--- src/rtl/cpu_pkg.sv ---
// Shared CPU definitions used by the execute stage and its multiplier.
// Holds datapath widths, ControlsIn bit positions, the ALU opcode encoding,
// the multiplier FSM state encoding and a small sign-extension helper.
package cpu_pkg;

  localparam int DATA_W = 16;
  localparam int REG_W  = 3;
  localparam int CTRL_W = 8;
  localparam int IMM_W  = 8;
  localparam int CNT_W  = 4;

  // ControlsIn bit positions
  localparam int CTRL_REG_WRITE = 7;
  localparam int CTRL_MEM_READ  = 6;
  localparam int CTRL_MEM_WRITE = 5;
  localparam int CTRL_JEQ       = 4;
  localparam int CTRL_JMP       = 3;

  typedef enum logic [2:0] {
    ALU_ADD = 3'b000,
    ALU_SUB = 3'b001,
    ALU_AND = 3'b010,
    ALU_OR  = 3'b011,
    ALU_XOR = 3'b100,
    ALU_SHL = 3'b101,
    ALU_LDI = 3'b110,
    ALU_MUL = 3'b111
  } alu_op_e;

  typedef enum logic [1:0] {
    MUL_IDLE = 2'b00,
    MUL_BUSY = 2'b01,
    MUL_DONE = 2'b10
  } mul_state_e;

  function automatic logic [DATA_W-1:0] sext_imm(input logic [IMM_W-1:0] v);
    return {{(DATA_W-IMM_W){v[IMM_W-1]}}, v};
  endfunction

endpackage

--- src/rtl/ex_mul_seq.sv ---
// Sequential 16x16 shift-add multiplier, low 16 bits of the product kept.
// Ports:
//   clk, rst   : clock, asynchronous active-high reset
//   start      : request; sampled only in IDLE, latches a/b
//   a, b       : operands
//   busy       : high for the 16 step cycles
//   done       : high for one cycle after the last step, product is valid
//   product    : low 16 bits of a*b
//   state_o    : FSM state, exported for debug/observation
//
// Protocol: start is a level request. In IDLE a high start latches the
// operands and moves to BUSY; done pulses for exactly one cycle, after which
// the FSM is back in IDLE and will accept a new start on the next cycle.
module ex_mul_seq
  import cpu_pkg::*;
(
  input  logic              clk,
  input  logic              rst,
  input  logic              start,
  input  logic [DATA_W-1:0] a,
  input  logic [DATA_W-1:0] b,
  output logic              busy,
  output logic              done,
  output logic [DATA_W-1:0] product,
  output mul_state_e        state_o
);

  mul_state_e        state_q, state_d;
  logic [DATA_W-1:0] a_q, a_d;
  logic [DATA_W-1:0] b_q, b_d;
  logic [DATA_W-1:0] prod_q, prod_d;
  logic [CNT_W-1:0]  cnt_q, cnt_d;

  // State register and datapath flops
  always_ff @(posedge clk or posedge rst) begin
    if (rst) begin
      state_q <= MUL_IDLE;
      a_q     <= '0;
      b_q     <= '0;
      prod_q  <= '0;
      cnt_q   <= '0;
    end else begin
      state_q <= state_d;
      a_q     <= a_d;
      b_q     <= b_d;
      prod_q  <= prod_d;
      cnt_q   <= cnt_d;
    end
  end

  // Next-state logic
  always_comb begin
    state_d = state_q;
    unique case (state_q)
      MUL_IDLE: if (start) state_d = MUL_BUSY;
      MUL_BUSY: if (cnt_q == {CNT_W{1'b1}}) state_d = MUL_DONE;
      MUL_DONE: state_d = MUL_IDLE;
      default:  state_d = MUL_IDLE;
    endcase
  end

  // Datapath: each BUSY cycle consumes one multiplier bit (LSB first) while
  // the multiplicand shifts left, so bit i contributes a << i.
  always_comb begin
    a_d    = a_q;
    b_d    = b_q;
    prod_d = prod_q;
    cnt_d  = cnt_q;
    if (state_q == MUL_IDLE && start) begin
      a_d    = a;
      b_d    = b;
      prod_d = '0;
      cnt_d  = '0;
    end else if (state_q == MUL_BUSY) begin
      if (b_q[0]) prod_d = prod_q + a_q;
      a_d   = a_q << 1;
      b_d   = b_q >> 1;
      cnt_d = cnt_q + 1'b1;
    end
  end

  // Output logic
  always_comb begin
    busy = (state_q == MUL_BUSY);
    done = (state_q == MUL_DONE);
  end

  assign product = prod_q;
  assign state_o = state_q;

endmodule

--- src/rtl/ex_stage.sv ---
// Execute stage: operand forwarding, ALU, branch resolution, sequential MUL
// and the EX/MEM pipeline register.
// Ports:
//   Clk, Reset            : clock, asynchronous active-high reset
//   ControlsIn..Reg2In    : ID/EX register contents (Reg1In = rs1/rd, Reg2In = rs2)
//   WbRegWrite/WbReg/WbData : MEM/WB write-back port, used as forwarding source
//   PcRedirect, PcTarget  : combinational branch/jump resolution
//   Flush                 : squash younger instructions (suppressed while stalled)
//   Stall                 : hold upstream stages; EX/MEM takes a bubble meanwhile
//   MemCtrlOut..DestRegOut: EX/MEM register ({RegWrite,MemRead,MemWrite}, result,
//                           store data, destination register)
module ex_stage
  import cpu_pkg::*;
(
  input  logic              Clk,
  input  logic              Reset,
  input  logic [CTRL_W-1:0] ControlsIn,
  input  logic [DATA_W-1:0] Data1In,
  input  logic [DATA_W-1:0] Data2In,
  input  logic [DATA_W-1:0] JEQAddrIn,
  input  logic [DATA_W-1:0] JMPAddrIn,
  input  logic [IMM_W-1:0]  Imm8In,
  input  logic [REG_W-1:0]  Reg1In,
  input  logic [REG_W-1:0]  Reg2In,
  input  logic              WbRegWrite,
  input  logic [REG_W-1:0]  WbReg,
  input  logic [DATA_W-1:0] WbData,
  output logic              PcRedirect,
  output logic [DATA_W-1:0] PcTarget,
  output logic              Flush,
  output logic              Stall,
  output logic [2:0]        MemCtrlOut,
  output logic [DATA_W-1:0] AluResultOut,
  output logic [DATA_W-1:0] StoreDataOut,
  output logic [REG_W-1:0]  DestRegOut
);

  logic              reg_write, mem_read, mem_write, is_jeq, is_jmp;
  alu_op_e           alu_op;
  logic              exmem_fwd_ok;
  logic [DATA_W-1:0] fwd_rs1, fwd_rs2, op_a, op_b, alu_result;
  logic              mul_req, mul_busy, mul_done, stall;
  logic [DATA_W-1:0] mul_product;
  mul_state_e        mul_state;

  logic [2:0]        mem_ctrl_q, mem_ctrl_d;
  logic [DATA_W-1:0] alu_result_q, alu_result_d;
  logic [DATA_W-1:0] store_data_q, store_data_d;
  logic [REG_W-1:0]  dest_reg_q, dest_reg_d;

  assign reg_write = ControlsIn[CTRL_REG_WRITE];
  assign mem_read  = ControlsIn[CTRL_MEM_READ];
  assign mem_write = ControlsIn[CTRL_MEM_WRITE];
  assign is_jeq    = ControlsIn[CTRL_JEQ];
  assign is_jmp    = ControlsIn[CTRL_JMP];
  assign alu_op    = alu_op_e'(ControlsIn[2:0]);

  // A load in EX/MEM has no data yet, so it is never a forwarding source.
  assign exmem_fwd_ok = mem_ctrl_q[2] & ~mem_ctrl_q[1];

  // Forwarding priority: EX/MEM (youngest) over write-back over register file.
  always_comb begin
    fwd_rs1 = Data1In;
    if (exmem_fwd_ok && dest_reg_q == Reg1In)  fwd_rs1 = alu_result_q;
    else if (WbRegWrite && WbReg == Reg1In)    fwd_rs1 = WbData;
    fwd_rs2 = Data2In;
    if (exmem_fwd_ok && dest_reg_q == Reg2In)  fwd_rs2 = alu_result_q;
    else if (WbRegWrite && WbReg == Reg2In)    fwd_rs2 = WbData;
  end

  // Memory ops compute base + signed 8-bit offset.
  assign op_a = fwd_rs1;
  assign op_b = (mem_read | mem_write) ? sext_imm(Imm8In) : fwd_rs2;

  always_comb begin
    alu_result = '0;
    case (alu_op)
      ALU_ADD: alu_result = op_a + op_b;
      ALU_SUB: alu_result = op_a - op_b;
      ALU_AND: alu_result = op_a & op_b;
      ALU_OR:  alu_result = op_a | op_b;
      ALU_XOR: alu_result = op_a ^ op_b;
      ALU_SHL: alu_result = op_a << op_b[3:0];
      ALU_LDI: alu_result = {{(DATA_W-IMM_W){1'b0}}, Imm8In};
      ALU_MUL: alu_result = '0; // result comes from the multiplier
      default: alu_result = '0;
    endcase
  end

  assign mul_req = (alu_op == ALU_MUL) & reg_write;

  ex_mul_seq u_mul (
    .clk     (Clk),
    .rst     (Reset),
    .start   (mul_req),
    .a       (op_a),
    .b       (op_b),
    .busy    (mul_busy),
    .done    (mul_done),
    .product (mul_product),
    .state_o (mul_state)
  );

  // Stall covers the IDLE cycle that launches the multiply plus all BUSY
  // cycles; the DONE cycle releases the pipeline and writes the product.
  assign stall = mul_busy | (mul_req & (mul_state == MUL_IDLE));
  assign Stall = stall;

  // JMP takes priority over JEQ.
  assign PcRedirect = is_jmp | (is_jeq & (fwd_rs1 == fwd_rs2));
  assign PcTarget   = is_jmp ? JMPAddrIn : JEQAddrIn;
  assign Flush      = PcRedirect & ~stall;

  // EX/MEM next value: bubble while stalled; jumps never write or touch memory.
  always_comb begin
    mem_ctrl_d   = '0;
    alu_result_d = '0;
    store_data_d = '0;
    dest_reg_d   = '0;
    if (!stall) begin
      mem_ctrl_d   = (is_jeq | is_jmp) ? 3'b000 : {reg_write, mem_read, mem_write};
      alu_result_d = mul_done ? mul_product : alu_result;
      store_data_d = fwd_rs2;
      dest_reg_d   = Reg1In;
    end
  end

  always_ff @(posedge Clk or posedge Reset) begin
    if (Reset) begin
      mem_ctrl_q   <= '0;
      alu_result_q <= '0;
      store_data_q <= '0;
      dest_reg_q   <= '0;
    end else begin
      mem_ctrl_q   <= mem_ctrl_d;
      alu_result_q <= alu_result_d;
      store_data_q <= store_data_d;
      dest_reg_q   <= dest_reg_d;
    end
  end

  assign MemCtrlOut   = mem_ctrl_q;
  assign AluResultOut = alu_result_q;
  assign StoreDataOut = store_data_q;
  assign DestRegOut   = dest_reg_q;

endmodule

--- config.mk ---
export PLATFORM = sky130hd
export DESIGN_NAME = ex_stage
export DESIGN_NICKNAME = d
export VERILOG_FILES = /design/src/rtl/cpu_pkg.sv /design/src/rtl/ex_mul_seq.sv /design/src/rtl/ex_stage.sv
export SDC_FILE = /design/constraint.sdc
export NUM_CORES = 1
export LEC_CHECK = 0
export ABC_AREA = 1
export CAP_MARGIN = 40
export CORE_ASPECT_RATIO = 1.75
export CORE_UTILIZATION = 54
export DETAILED_ROUTE_END_ITERATION = 16
export PLACE_DENSITY_LB_ADDON = 0.1
export SLEW_MARGIN = 5
export SYNTH_ARGS = -nofsm -noshare
export SYNTH_HDL_FRONTEND = slang
export SYNTH_SLANG_ARGS = --single-unit
--- constraint.sdc ---
create_clock -name Clk -period 4.4 [get_ports Clk]
set_clock_uncertainty 0.15 [all_clocks]
set_input_delay 1.32 -clock Clk [delete_from_list [all_inputs] [get_ports Clk]]
set_output_delay 1.32 -clock Clk [all_outputs]
set_load 0.02 [all_outputs]
==> flow_summary.rst <==
.. list-table::
   :header-rows: 1

   * - Metric
     - Value
   * - Multi-input gate area
     - 0.00620 sq mm
   * - Vias in the first global route
     - between 10000 and 15000
   * - Worst-case setup margin in the final layout
     - -0.691 ns
   * - Clock period minus worst slack
     - 5.09 ns
   * - Result of the run
     - complete, but fails checks
   * - Distinct cell type count after synthesis
     - 57
   * - Most common flop cell mapped by yosys
     - dfrtp_1
   * - TritonCTS clock tree
     - built
   * - Maximum number of pins on one net before global-route repair
     - 52
   * - Final Cycle Share
     - 116%
   * - Placer congestion estimate
     - 0.979
   * - Hold/Removal Path Class
     - flop to flop
   * - Placed instance area
     - 0.0120 sq mm
   * - Total CTS buffers
     - 9
   * - Critical Path RT
     - 2.93 ns
   * - Violated checks
     - negative setup slack
   * - Core outline area
     - 0.0160 sq mm
   * - Setup repair after global routing missed its margin
     - true
   * - PwrDens
     - 434 mW/mm^2
   * - Total Neg Setup Slack
     - -5.91 ns
   * - Uppermost signal routing layer after detailed routing
     - met4
   * - Worst slew pin tran
     - 0.826 ns
   * - Warnings from Yosys
     - 0
   * - Post-route DRC violation count
     - 0
   * - Post-DP HPWL
     - around 25000 microns
   * - Die area
     - roughly 0.017 sq mm
   * - Achievable Freq
     - around 200 MHz
   * - Max Buffers Root-to-Sink
     - 2
   * - Post-synth top cells
     - nand2_1 (300), inv_1 (160), nand3_1 (118), nor2_1 (104), dfrtp_1 (92)
   * - Wire length after detailed routing
     - 38100 microns
   * - Number of antenna violations at the first check in global routing
     - 0
   * - Met3 wire len
     - 3130 microns
   * - Number of standard cells after synthesis
     - 1307
   * - Sequential element share of the synthesized area
     - between 20% and 30%
   * - Antenna diode count
     - 0
   * - H-tree depth
     - 3
   * - CTS root buf
     - clkbuf_16
   * - Crit path max fanout
     - 5
   * - Ys async rst share
     - 100%
   * - Leading cell types by total area after synthesis
     - dfrtp_1 (26%), nand2_1 (13%), ha_1 (9.2%), inv_1 (6.8%), nand3_1 (6.7%)
   * - Static power due to leakage
     - ~6.6 nW
   * - Fraction of synthesized cell area taken by the top area cell type
     - 26.0%
   * - Number of nets in the finished design
     - 1829
   * - Number of endpoints with negative hold slack in the final report
     - 0
   * - Routed wire length on met2
     - 18700 microns
   * - Overall die width
     - around 100 microns
   * - Slew Limit Fails
     - 0
   * - Finish-stage setup viols
     - 14
   * - Global-route wire length before repair
     - 53700 microns
   * - Boundary Pins
     - 165
   * - Library cell with the highest instance count after synthesis
     - nand2_1
   * - Die extent in y
     - 172 microns
   * - Reg clk slew, reported paths
     - 0.07 ns
   * - Max-cap check violation count
     - 0
   * - Filler cell count in the final layout
     - ~990
   * - Sequential cell area
     - 0.00230 sq mm
   * - Via Count
     - 11100
   * - Slew margin rel.
     - 44.7%
   * - Effective utilization at floorplan
     - 55.6%
   * - Data arrival at the endpoint of the critical path
     - 3.62 ns
   * - Post-route standard cell area excluding fillers
     - roughly 0.013 sq mm
   * - Antenna Nets Post-Route
     - 0
   * - Layout cell share with drive strength beyond 1
     - 27.8%
   * - WL/cell
     - 20.6 microns
   * - Count of standard-cell rows
     - 61
   * - First-pass DRT Iterations
     - 6
   * - Flip-flop and latch count after synthesis
     - 92
   * - Number of buffer cells added on primary ports
     - 164
   * - Congestion Overflow GR
     - 0
   * - Synth Net Count
     - 1482
   * - DR vias/cell
     - 6.01
   * - Cell taking the most area after synthesis
     - dfrtp_1
   * - Clock sink total
     - 92
   * - Total global-route track usage
     - 41.2%
   * - Post-Synthesis Cell Area
     - 0.00887 sq mm
   * - Fin Hold WS
     - roughly 0.35 ns
   * - Average size of a mapped cell
     - 6.79 sq um
   * - Area growth from synthesis to layout
     - 50.6%
   * - Class of the most critical setup path
     - input pin to output port
   * - Placed cells
     - 1789
   * - Endpoint type of the worst setup path
     - output port
   * - Iteration-0 DRC count of the detailed router
     - 921
   * - Skew-Pair Late Insertion Delay
     - 0.37 ns
   * - Count of flip-flops with a built-in enable after synthesis
     - 0
   * - Number of cells in the finished layout apart from fillers
     - 1848
   * - Hold Buf Count CTS
     - 0
   * - Sum of routed wire segments on met1
     - around 13000 microns
   * - Max VDD drop
     - 565 uV
   * - Kind of start point of the critical path
     - input pin
[sequential cells by signal (all words and copies together), names as in the netlist]
register / cells
u_mul.b_q: 16
u_mul.cnt_q: 4
StoreDataOut: 16
MemCtrlOut: 3
DestRegOut: 3
u_mul.a_q: 16
u_mul.product: 16
AluResultOut: 16
u_mul.state_o: 2
[metal layers]
layer,GRT usage [%],vias to the layer above
met5,0,-
met4,29.9,0
met3,8.25,270
met2,74.8,670
met1,41.6,5143
li1,-,5023
[placed cells by master (no fill, tap or decap), drive strengths merged, types with 2 or more instances in the layout]
cell type	count
a2111oi	2
a211oi	11
a21oi	79
a31oi	2
a32o	2
buf	233
bufbuf	2
bufinv	2
clkbuf	12
clkdlybuf4s50	149
clkinv	5
dfrtp	92
fa	2
ha	65
inv	174
nand2	329
nand3	135
nand4	8
nor2	118
nor3	9
o2111ai	3
o211ai	20
o21a	3
o21ai	116
o21bai	3
o221ai	11
o22ai	18
o31ai	5
or2	8
xnor2	5
xor2	27
[stage by stage]
stage,total power [W],setup slack (ns),util [%]
floorplan,0.00329,-0.265,-
global placement,0.00442,-1.43,75.1
detailed placement,0.00453,-1.45,75.2
CTS,0.00557,-0.386,81.6
global route,0.00614,-0.828,83.8
finish,0.00580,-0.691,83.8
[what timing repair did]
item / in CTS / in global routing
setup endpoints to repair: 16 / 15
resized for setup: 181 / 61
gates cloned: 3 / 1
pin swaps: 81 / 63
buffers inserted: 25 / 20
[logic make-up (layout without fill, tap and decap cells)]
family          after synthesis  in the layout  share of synthesized area (%)
flops                        92             92                           26.0
buf+inv                     229            579                           10.8
fa+ha+maj                    67             67                           9.62
xor+xnor                     32             32                           3.16
compound gates              279            279                           19.2
simple gates                608            610                           31.3
[critical path, stage by stage]
cell	delay, ns
buf_2	0.13
inv_1	0.10
o22ai_2	0.12
a21oi_4	0.23
nand2_4	0.16
buf_12	0.19
buf_4	0.16
o211ai_1	0.14
o21ai_2	0.13
nand2_1	0.07
o21ai_0	0.13
nor4_2	0.28
nand3_4	0.15
a21oi_4	0.18
buf_6	0.13
[worst paths after layout]
| check | from | end | slack (ns) | cells after the start |
|---|---|---|---|---|
| worst min register to register | u_mul.b_q[10] | u_mul.b_q[9] | 0.35 | 2 |
| min in group asynchronous | Reset | u_mul.a_q[1] | 1.25 | 2 |
| worst min-delay path | u_mul.b_q[10] | u_mul.b_q[9] | 0.35 | 2 |
| worst max register to register | MemCtrlOut[1] | AluResultOut[15] | -0.28 | 29 |
| max in group asynchronous | Reset | u_mul.b_q[14] | 2.15 | 3 |
| worst max-delay path | Reg1In[2] | Flush | -0.69 | 15 |
[cell type report]
cell class,instances,share of cell area (%)
Inverter,176,5.24
Clock inverter,5,0.618
Timing Repair Buffer,387,26.9
Clock buffer,11,1.82
Tap cell,189,1.77
Multi-Input combinational cell,988,46.4
Sequential cell,92,17.2
[power breakdown]
| part | leakage, nW | switching [W] | internal, W |
|---|---|---|---|
| clock | 0.161 | 0.000379 | 0.000518 |
| sequential | 1.16 | 0.000238 | 0.00118 |
| combinational | 5.30 | 0.00206 | 0.00143 |
| total | 6.61 | 0.00268 | 0.00312 |
Power figures use the tool's default switching activity.
